### config.mk
export PLATFORM = sky130hd
export DESIGN_NAME = piso_serializer
export DESIGN_NICKNAME = d
export VERILOG_FILES = /design/src/rtl/piso_pkg.sv /design/src/rtl/piso_serializer.sv
export SDC_FILE = /design/constraint.sdc
export NUM_CORES = 1
export LEC_CHECK = 0
export BUFFER_PORTS_ARGS = -buffer_cell sky130_fd_sc_hd__buf_2
export CAP_MARGIN = 20
export CORE_ASPECT_RATIO = 1.75
export CORE_MARGIN = 1.5
export CORE_UTILIZATION = 57
export CTS_BUF_LIST = sky130_fd_sc_hd__clkbuf_2
export CTS_CLUSTER_DIAMETER = 60
export DETAILED_ROUTE_END_ITERATION = 7
export PLACE_DENSITY = 0.93
export SYNTH_ARGS = -nofsm -noshare
export SYNTH_HDL_FRONTEND = slang
export SYNTH_SLANG_ARGS = --single-unit
### constraint.sdc
create_clock -name clk -period 2.45 [get_ports clk]
set_input_delay 0.6125 -clock clk [delete_from_list [all_inputs] [get_ports clk]]
set_output_delay 0.6125 -clock clk [all_outputs]
set_load 0.01 [all_outputs]
### src/rtl/piso_pkg.sv
// rtl/piso_pkg.sv - shared types for the parallel-in serial-out transmitter
package piso_pkg;

    // IDLE: line quiet, waiting for a word. SHIFT: a word is on the line.
    typedef enum logic {
        IDLE  = 1'b0,
        SHIFT = 1'b1
    } piso_state_t;

endpackage

### src/rtl/piso_serializer.sv
// rtl/piso_serializer.sv - WIDTH-bit parallel-in serial-out transmitter, LSB first
//
// Accepts a word on a valid/ready handshake and places one bit per enable
// strobe on `out`, bit 0 first. Bit k is on the line during the cycle of the
// k-th strobe so a receiver sampling on that same edge rebuilds the word.
//
// Optional feature macro: PISO_DOUBLE_BUFFER_EN
//   defined   - adds a one-word holding register so words stream gaplessly
//   undefined - one word at a time, at least one IDLE cycle between words
//
// Ports:
//   clk         system clock
//   rstn        asynchronous active-low reset
//   enable      bit strobe; one bit consumed per cycle with enable high
//   data_in     parallel word to transmit
//   load_valid  data_in valid
//   load_ready  block can accept a word this cycle
//   out         serial data, LSB first
//   busy        high while a word is on the line
//   word_start  high while bit 0 is on the line
//   word_done   single-cycle pulse on the strobe that consumes the last bit
module piso_serializer
    import piso_pkg::*;
#(
    parameter int WIDTH = 32
) (
    input  logic             clk,
    input  logic             rstn,
    input  logic             enable,
    input  logic [WIDTH-1:0] data_in,
    input  logic             load_valid,
    output logic             load_ready,
    output logic             out,
    output logic             busy,
    output logic             word_start,
    output logic             word_done
);

    localparam int             CW   = $clog2(WIDTH);
    localparam logic [CW-1:0]  LAST = CW'(WIDTH - 1);

    piso_state_t      state;
    logic [WIDTH-1:0] shreg;
    logic [CW-1:0]    count;

    logic load_fire;
    logic last_bit;

    assign load_fire  = load_valid && load_ready;
    assign last_bit   = (state == SHIFT) && enable && (count == LAST);

    // shreg is cleared on every return to IDLE, so gating with state only
    // makes the quiet-line value explicit.
    assign out        = (state == SHIFT) && shreg[0];
    assign busy       = (state == SHIFT);
    assign word_start = (state == SHIFT) && (count == '0);
    assign word_done  = last_bit;

`ifdef PISO_DOUBLE_BUFFER_EN
    logic [WIDTH-1:0] hold;
    logic             hold_full;

    // Gated with rstn so the source never sees ready while reset is held.
    assign load_ready = rstn && !hold_full;

    // A word accepted during SHIFT parks in hold, except on the last-bit
    // strobe with hold empty: that one goes straight into shreg.
    always_ff @(posedge clk or negedge rstn) begin
        if (!rstn) begin
            hold      <= '0;
            hold_full <= 1'b0;
        end else if ((state == SHIFT) && load_fire && !last_bit) begin
            hold      <= data_in;
            hold_full <= 1'b1;
        end else if (last_bit && hold_full) begin
            hold_full <= 1'b0;
        end
    end
`else
    assign load_ready = rstn && (state == IDLE);
`endif

    always_ff @(posedge clk or negedge rstn) begin
        if (!rstn) begin
            state <= IDLE;
            shreg <= '0;
            count <= '0;
        end else begin
            case (state)
                IDLE: begin
                    // Load wins over a coincident enable: no shift this cycle.
                    if (load_fire) begin
                        shreg <= data_in;
                        count <= '0;
                        state <= SHIFT;
                    end
                end
                SHIFT: begin
                    if (enable) begin
                        if (count == LAST) begin
`ifdef PISO_DOUBLE_BUFFER_EN
                            if (hold_full) begin
                                shreg <= hold;
                                count <= '0;
                            end else if (load_fire) begin
                                shreg <= data_in;
                                count <= '0;
                            end else begin
                                shreg <= '0;
                                count <= '0;
                                state <= IDLE;
                            end
`else
                            shreg <= '0;
                            count <= '0;
                            state <= IDLE;
`endif
                        end else begin
                            shreg <= shreg >> 1;
                            count <= count + 1'b1;
                        end
                    end
                end
                default: begin
                    state <= IDLE;
                    shreg <= '0;
                    count <= '0;
                end
            endcase
        end
    end

endmodule

# == Yosys cells after proc, flatten, opt, wreduce, memory -nomap -nowiden ==
# Index checks and enable logic that the tools add are counted.
# op_classes
add_sub_neg,1
eq_ne,3
muxes,12
n_bitwise,1
reduce_logical,8
# op_table
cell,n
$mux W32,2
$pmux W32 S2,1
$mux W31,1
$mux W5,3
$pmux W5 S2,1
$logic_and A1 B1 Y1,6
$add A5 B1 Y5 const B,1
$eq A5 B5 Y1 const B,1
$logic_not A5 Y1,1
$ne A2 B2 Y1 const B,2
$mux W1,3
$pmux W1 S2,1
$reduce_and A2 Y1,1
$not A1 Y1,1
# word_totals
regBits,38
in_bits,36
output_inout_bits,5
wordCells,28

# == Logic depth before layout (Yosys ltp) ==
# Gate-level depths: netlist (run 1).
# depth
depth_word,5
depth_mapped,7
depth_no_buf,6

# == Worst setup path after synthesis (run 1) ==
# No wires, ideal clock.
# synth_timing
path_kind,reg2out
from,register count[0]
to,output word_done
t_arrival_ns,1.152
required_ns,1.837
slack_ns,0.685
path_stages_with_launch,5
path_buffers,0
cell_sequence,dfrtp_1 ha_1 and3_1 ha_1 and3_1
# synth_via
elab_chain_len,2
# synth_lines
element,line,text
"start, declared",piso_serializer.sv:44,logic [CW-1:0] count;
"start signal, assigned",piso_serializer.sv:120,count <= count + 1'b1;
$eq A5 B5 Y1,piso_serializer.sv:50,assign last_bit = (state == SHIFT) && enable && (count == LAST);
$logic_and A1 B1 Y1,piso_serializer.sv:50,
"end, declared",piso_serializer.sv:36,output logic word_done
# Every way passes these cells.

# == Worst setup path after layout (run 1) ==
# Same ends and word-level chain as after synthesis.

==> results.ini, run 1 <==
[placement]
hpwl_microns=2840
place_congestion=0.725
dpl_worst_slack_ns=0.444
portBuffers=40

[die]
die-area_sq_um=4040
num_io_pins=41
initial_utilization_pct=60.7
core_sq_um=3430
num_rows=28
die_x_microns=48.7
die_h_microns=83

[timing]
finalCritPeriodShare_pct=94.4
report.final.slew_viol_count=0
hold_ws_ns=0.0809
hold_violations=0
clock_skew_ns=0.0178
rsz0062_at_grt=false
max_slew_margin_pct=61.6
fmax_mhz=432
tns_ns=0
finalCriticalPeriod_ns=2.31
worst_pin_slew_ns=0.575
finalWorstSetupSlack_ns=0.138
setup_viol=0

[clock_tree]
clock-sinks=38
clkTransAtPathRegs_ns=0.17
post_cts_buffers=0
htreeDepth=2
cts_tree=built
clkLatencyLatePin_ns=0.38
cts_buffers=5
clockBufferDepth=2
cts-root-buf=clkbuf_2
post_cts_resized=0
ctsHoldBuffers=0

[synth]
yosysWarnings=0
syn_area_per_cell_sq_um=14.4
yosys.area.top_type_share_pct=45.6
ys_top_cells_by_area=dfrtp_1 46%, mux2_4 20%, a22o_1 8.8%
synthCells=145
syn_area_sq_um=2080
synth_edf_count=0
syn_nets=184
async_flop_share_pct=100
synth_top_flop_cell=dfrtp_1
yosys-top-cells-count=38 x dfrtp_1, 28 x mux2_4, 21 x a22o_1
ys_ff_latch=38
synth_cell_types=30
yosysSeqAreaShare_pct=45.6
yosysTopAreaCell=dfrtp_1
yosysMostFrequentCell=dfrtp_1

[route]
drtIter0Drc=23
drt_pass1_iterations=4
drt.antenna.violating_nets=0
drt-vias-per-instance=5.84
drc=0
wl_per_cell_microns=17.4
wl_microns=4030
vias=1348

[pwr]
power.density_nw_per_um2=1190
leakagePower_nw=1.21
max-vdd-ir-drop_uv=651
p_total_w=0.00274

[global_routing]
grt.total_usage_pct=21.2
overflow=0
grt_pass1_wl_microns=6760
grt_pass1_vias=1419
antenna_found_initial=0
grt_max_degree=34

[final_layout]
utilization_pct=66.8
fin_nets=225
fill_cells=276
multi_input_area_sq_um=1010
syn_to_final_growth_pct=10.0
drive_above_1_share_pct=54.3
diodes=0
seq_area_sq_um=951

[critical_path]
endpoint_kind=output port
startpoint_type=flip-flop
required_ns=1.84
crit_arrival_ns=1.70
cp_max_fo=6
crit_type=reg2out

[run_status]
status=completed

[run]
maxCapViolCount=0

[min_path]
min_path_type=in2async

## cell usage in the layout (no fill, tap or decap)
cell / netlist / routed
buf_2: 0 / 40
dfrtp_1: 38 / 38
mux2_4: 28 / 28
a22o_1: 21 / 21
a22o_2: 11 / 11
clkbuf_2: 0 / 5
mux2_2: 4 / 4
buf_4: 2 / 4
inv_1: 3 / 3
and3_1: 3 / 3
o21ai_0: 3 / 3
and2_1: 2 / 2
nand2b_1: 2 / 2
and3b_1: 2 / 2
nand3_1: 2 / 2
ha_1: 3 / 2
clkinv_2: 0 / 2
nor2b_1: 1 / 1
inv_2: 1 / 1
nand3b_4: 1 / 1
nor4_1: 1 / 1
nor2b_4: 1 / 1
nand2_1: 1 / 1
nand2_4: 1 / 1
a21oi_2: 1 / 1
a2111oi_2: 1 / 1
a211o_1: 1 / 1
nor4bb_1: 1 / 1
a31oi_1: 1 / 1
a32o_1: 1 / 1
ha_2: 0 / 1
## report_power, final
part           leakage, nW  internal [W]  switching (W)  total [W]
logic                0.708      0.000839       0.000527    0.00137
clock network       0.0286     0.0000619       0.000197   0.000259
registers            0.475      0.000906       0.000208    0.00111
total                 1.21       0.00181       0.000932    0.00274
## per-layer routing
metal,track usage (%),part of all wire (%),vias to the layer above
met5,0,0,-
met4,8.05,1.4,0
met3,4.14,3.3,8
met2,34.9,52,35
met1,27.4,43,673
li1,-,-,632
## path summary, 6_finish.rpt
kind                             startpoint        end  slack (ns)  depth (start not counted)
worst min-delay path                   rstn   count[4]        0.08                          1
max in group asynchronous              rstn  shreg[17]        1.80                          2
worst max register to register     count[1]   shreg[7]        0.54                          7
worst max-delay path               count[0]  word_done        0.14                          5
min in group clk                data_in[31]  shreg[31]        0.47                          2
worst min register to register    shreg[31]  shreg[31]        0.54                          1
## final cells by class
class	count	area share, %
clock inverters	2	0.436
flip-flops and latches	38	41.5
inverters	4	0.655
well taps	45	2.45
clock buffers	5	1.09
multi-input cells	93	43.9
repair buffers	44	10.0
## critical path: stages (launching register included)
cell	delay [ns]
dfrtp_1	0.44
ha_1	0.24
and3_1	0.16
ha_2	0.21
and3_1	0.15
buf_2	0.13
## cell families after synthesis
logic type | after synthesis | synth area share [%]
AOI/OAI and AO/OA | 40 | 17.2
DFF | 38 | 45.6
muxes | 32 | 22.3
and+or+nand+nor | 18 | 6.84
buffers and inverters | 14 | 6.24
adders and majority gates | 3 | 1.80
## metrics by stage
step | cell area, sq um | instances
floorplan | 2080 | 145
global placement | 2260 | 224
detailed placement | 2260 | 224
CTS | 2290 | 231
global route | 2290 | 231
finish | 2290 | 231
## registers in the layout (all words and copies together) (netlist names)
register / count
busy: 1
count: 5
shreg: 32
(Power assumes the default switching activity.)
==> run 2, diff against run 1 <==
--- a/config.mk
+++ b/config.mk
@@ -9,11 +9,11 @@
 export CAP_MARGIN = 20
 export CORE_ASPECT_RATIO = 1.75
 export CORE_MARGIN = 1.5
-export CORE_UTILIZATION = 57
+export CORE_UTILIZATION = 38
 export CTS_BUF_LIST = sky130_fd_sc_hd__clkbuf_2
 export CTS_CLUSTER_DIAMETER = 60
 export DETAILED_ROUTE_END_ITERATION = 7
-export PLACE_DENSITY = 0.93
+export PLACE_DENSITY = 0.7
 export SYNTH_ARGS = -nofsm -noshare
 export SYNTH_HDL_FRONTEND = slang
 export SYNTH_SLANG_ARGS = --single-unit
==> run 2 against run 1 <==
First-iteration DRC count grew 78%. Final cell count grew 5.2%. Sequential power is essentially flat. Maximum frequency is essentially flat. Via count shrank 0.37%. Sequential share of layout area shrank 0.82 points. Die area grew 47%. Design area grew 2.0%. Power grew 0.92%. Utilization shrank 22 points. Critical endpoint unchanged. Highest routed layer unchanged.
==> results.ini, run 2 (synthesis results as in run 1) <==
[run_status]
status=completed

[pwr]
p_total_w=0.00276  ; +0.92%
leakagePower_nw=1.22  ; +1.0%
power.density_nw_per_um2=1180  ; -1.1%
p_int_w=0.00183  ; +1.5%
seqPwrFrac_pct=40.0  ; -0.7 points
sw_frac_of_total_pct=33.6  ; -0.40 points
max-vdd-ir-drop_uv=494  ; -24%
power_switching_w=0.000930  ; -0.27%
clkPwrFrac_pct=10.1  ; +0.6 points
power_frac_comb_pct=49.9  ; about the same

[critical_path]
cp_max_fo=6  ; unchanged
required_ns=1.84  ; about the same
crit_path_max_incr_delay_ns=0.44  ; about the same
endpoint_kind=output port
crit_path_top_delay_cell=dfrtp_1
startpoint_type=flip-flop
rr_endpoint=shreg[22]
crit_type=reg2out
crit_arrival_ns=1.70  ; about the same
cp.depth=5  ; unchanged
rrSetupSlack_ns=0.38  ; -0.16 ns
crit_buf_inv=1  ; unchanged
r2r_start=count[0]
r2r_cells=6  ; -1
timing.critical_path.mode_cell=and3_1
crit_family=flip-flops
crit_chain=ha_1, and3_1, ha_4, and3_1, buf_2

[global_routing]
grt.total_usage_pct=15.1  ; -6.1 points
grt_use_met1_pct=19.3  ; -8.1 points
grtUsageMet2_pct=23.8  ; -11 points
grt_busiest_layer=met2
grt_pass1_vias=1454  ; +2.5%
gr-usage-met3_pct=4.36  ; +0.23 points
overflow=0  ; unchanged
grt_max_degree=33  ; -2.9%
antenna_found_initial=0  ; unchanged
grt_pass1_wl_microns=6800  ; +0.71%

[route]
vias=1343  ; -0.37%
wl_microns=4070  ; +1.1%
drt_pass1_iterations=4  ; unchanged
drt.antenna.violating_nets=0  ; unchanged
drc=0  ; unchanged
drtIter0Drc=41  ; +78%
wl_per_cell_microns=16.8  ; -3.9%
drt-vias-per-instance=5.53  ; -5.3%

[timing]
finalCriticalPeriod_ns=2.31  ; +0.00142 ns
setup_viol=0  ; unchanged
fmax_mhz=432  ; about the same
max_slew_margin_pct=52.7  ; -9.0 points
clock_skew_ns=0.00774  ; -0.0100 ns
report.final.slew_viol_count=0  ; unchanged
hold_violations=0  ; unchanged
worst_pin_slew_ns=0.709  ; +0.134 ns
tns_ns=0  ; unchanged
finalCritPeriodShare_pct=94.4  ; about the same
rsz0062_at_grt=false

[placement]
place_congestion=0.790  ; +8.9%
dpl.cell_count=234  ; +4.5%
portBuffers=40  ; unchanged
hpwl_microns=2780  ; -2.0%

[final_layout]
final_cells=243  ; +5.2%
diodes=0  ; unchanged
layout_commonest_cell=buf_2
multi_input_area_sq_um=1020  ; +1.0%
regMostFlops=shreg
utilization_pct=44.5  ; -22 points
most-common-layout-cells=40 x buf_2, 38 x dfrtp_1, 28 x mux2_4, 21 x a22o_1, 11 x a22o_2
seq_area_sq_um=951  ; unchanged
fin_nets=226  ; +0.44%
fill_cells=496  ; +80%
syn_to_final_growth_pct=12.2
drive_above_1_share_pct=54.3  ; about the same
largest_reg_flops=32  ; unchanged

[clock_tree]
clkTransAtPathRegs_ns=0.19  ; +0.02 ns
cts-root-buf=clkbuf_2
cts_buffers=5  ; unchanged
clkLatencyLatePin_ns=0.38  ; about the same
htreeDepth=2  ; unchanged
clock-sinks=38  ; unchanged
cts_tree=built
ctsHoldBuffers=0  ; unchanged
clockBufferDepth=2  ; unchanged

[die]
core_sq_um=5260  ; +53%
die_x_microns=59.0  ; +21%
initial_utilization_pct=39.7  ; -21 points
die_h_microns=101  ; +22%
die-area_sq_um=5960  ; +47%
num_io_pins=41  ; unchanged
num_rows=35  ; +25%

[min_path]
min_path_type=in2async

[run]
maxCapViolCount=0  ; unchanged

[run 2: cell types whose count changed in the layout (fill, tap and decap cells not counted), sizes merged]
cell	previous run	this run
buf	44	45
clkbuf	5	6
[run 2: per-layer routing]
metal / share of wire [%] / wire length, microns
met5: 0 / 0
met1: 45 / 1830
met2: 49 / 2000
met3: 4.3 / 175
met4: 1.6 / 66
[run 2: worst max path at each step]
stage,start,endpoint,slack [ns]
after floorplan,count[0],word_done,0.69
after global placement,count[1],shreg[21],0.44
final,count[0],word_done,0.14
after CTS,count[0],word_done,0.02
after detailed placement,count[0],shreg[22],0.35
after global routing,count[0],word_done,0.02
[run 2: timing repair]
action / in CTS / in global routing
endpoints found under the setup margin: 0 / 1
gates resized for setup: 0 / 2
setup buffers: 0 / 1
[run 2: stage by stage]
stage                     worst slack, ns  hold slack (ns)  area, sq um
after floorplan                     0.685            0.317         2080
after global placement              0.443            0.490         2280
after detailed placement            0.354            0.492         2280
after CTS                          0.0186           0.0289         2320
after global routing               0.0234          0.00712         2340
final                               0.136           0.0573         2340
[run 2: power groups by stage]
stage / clock network (W) / logic, W / registers (W)
finish: 0.000279 / 0.00138 / 0.00111
global route: 0.000321 / 0.00151 / 0.00114
CTS: 0.000295 / 0.00137 / 0.00110
detailed placement: 0 / 0.00136 / 0.00111
global placement: 0 / 0.00132 / 0.00111
floorplan: 0 / 0.00124 / 0.00105
[run 2: area by class of cell]
type / instances / area share, %
multi-input combinational: 93 / 43.4
sequential: 38 / 40.6
timing repair buffer: 45 / 10.7
tap: 55 / 2.94
clock buffer: 6 / 1.28
inverter: 4 / 0.642
clock inverter: 2 / 0.374
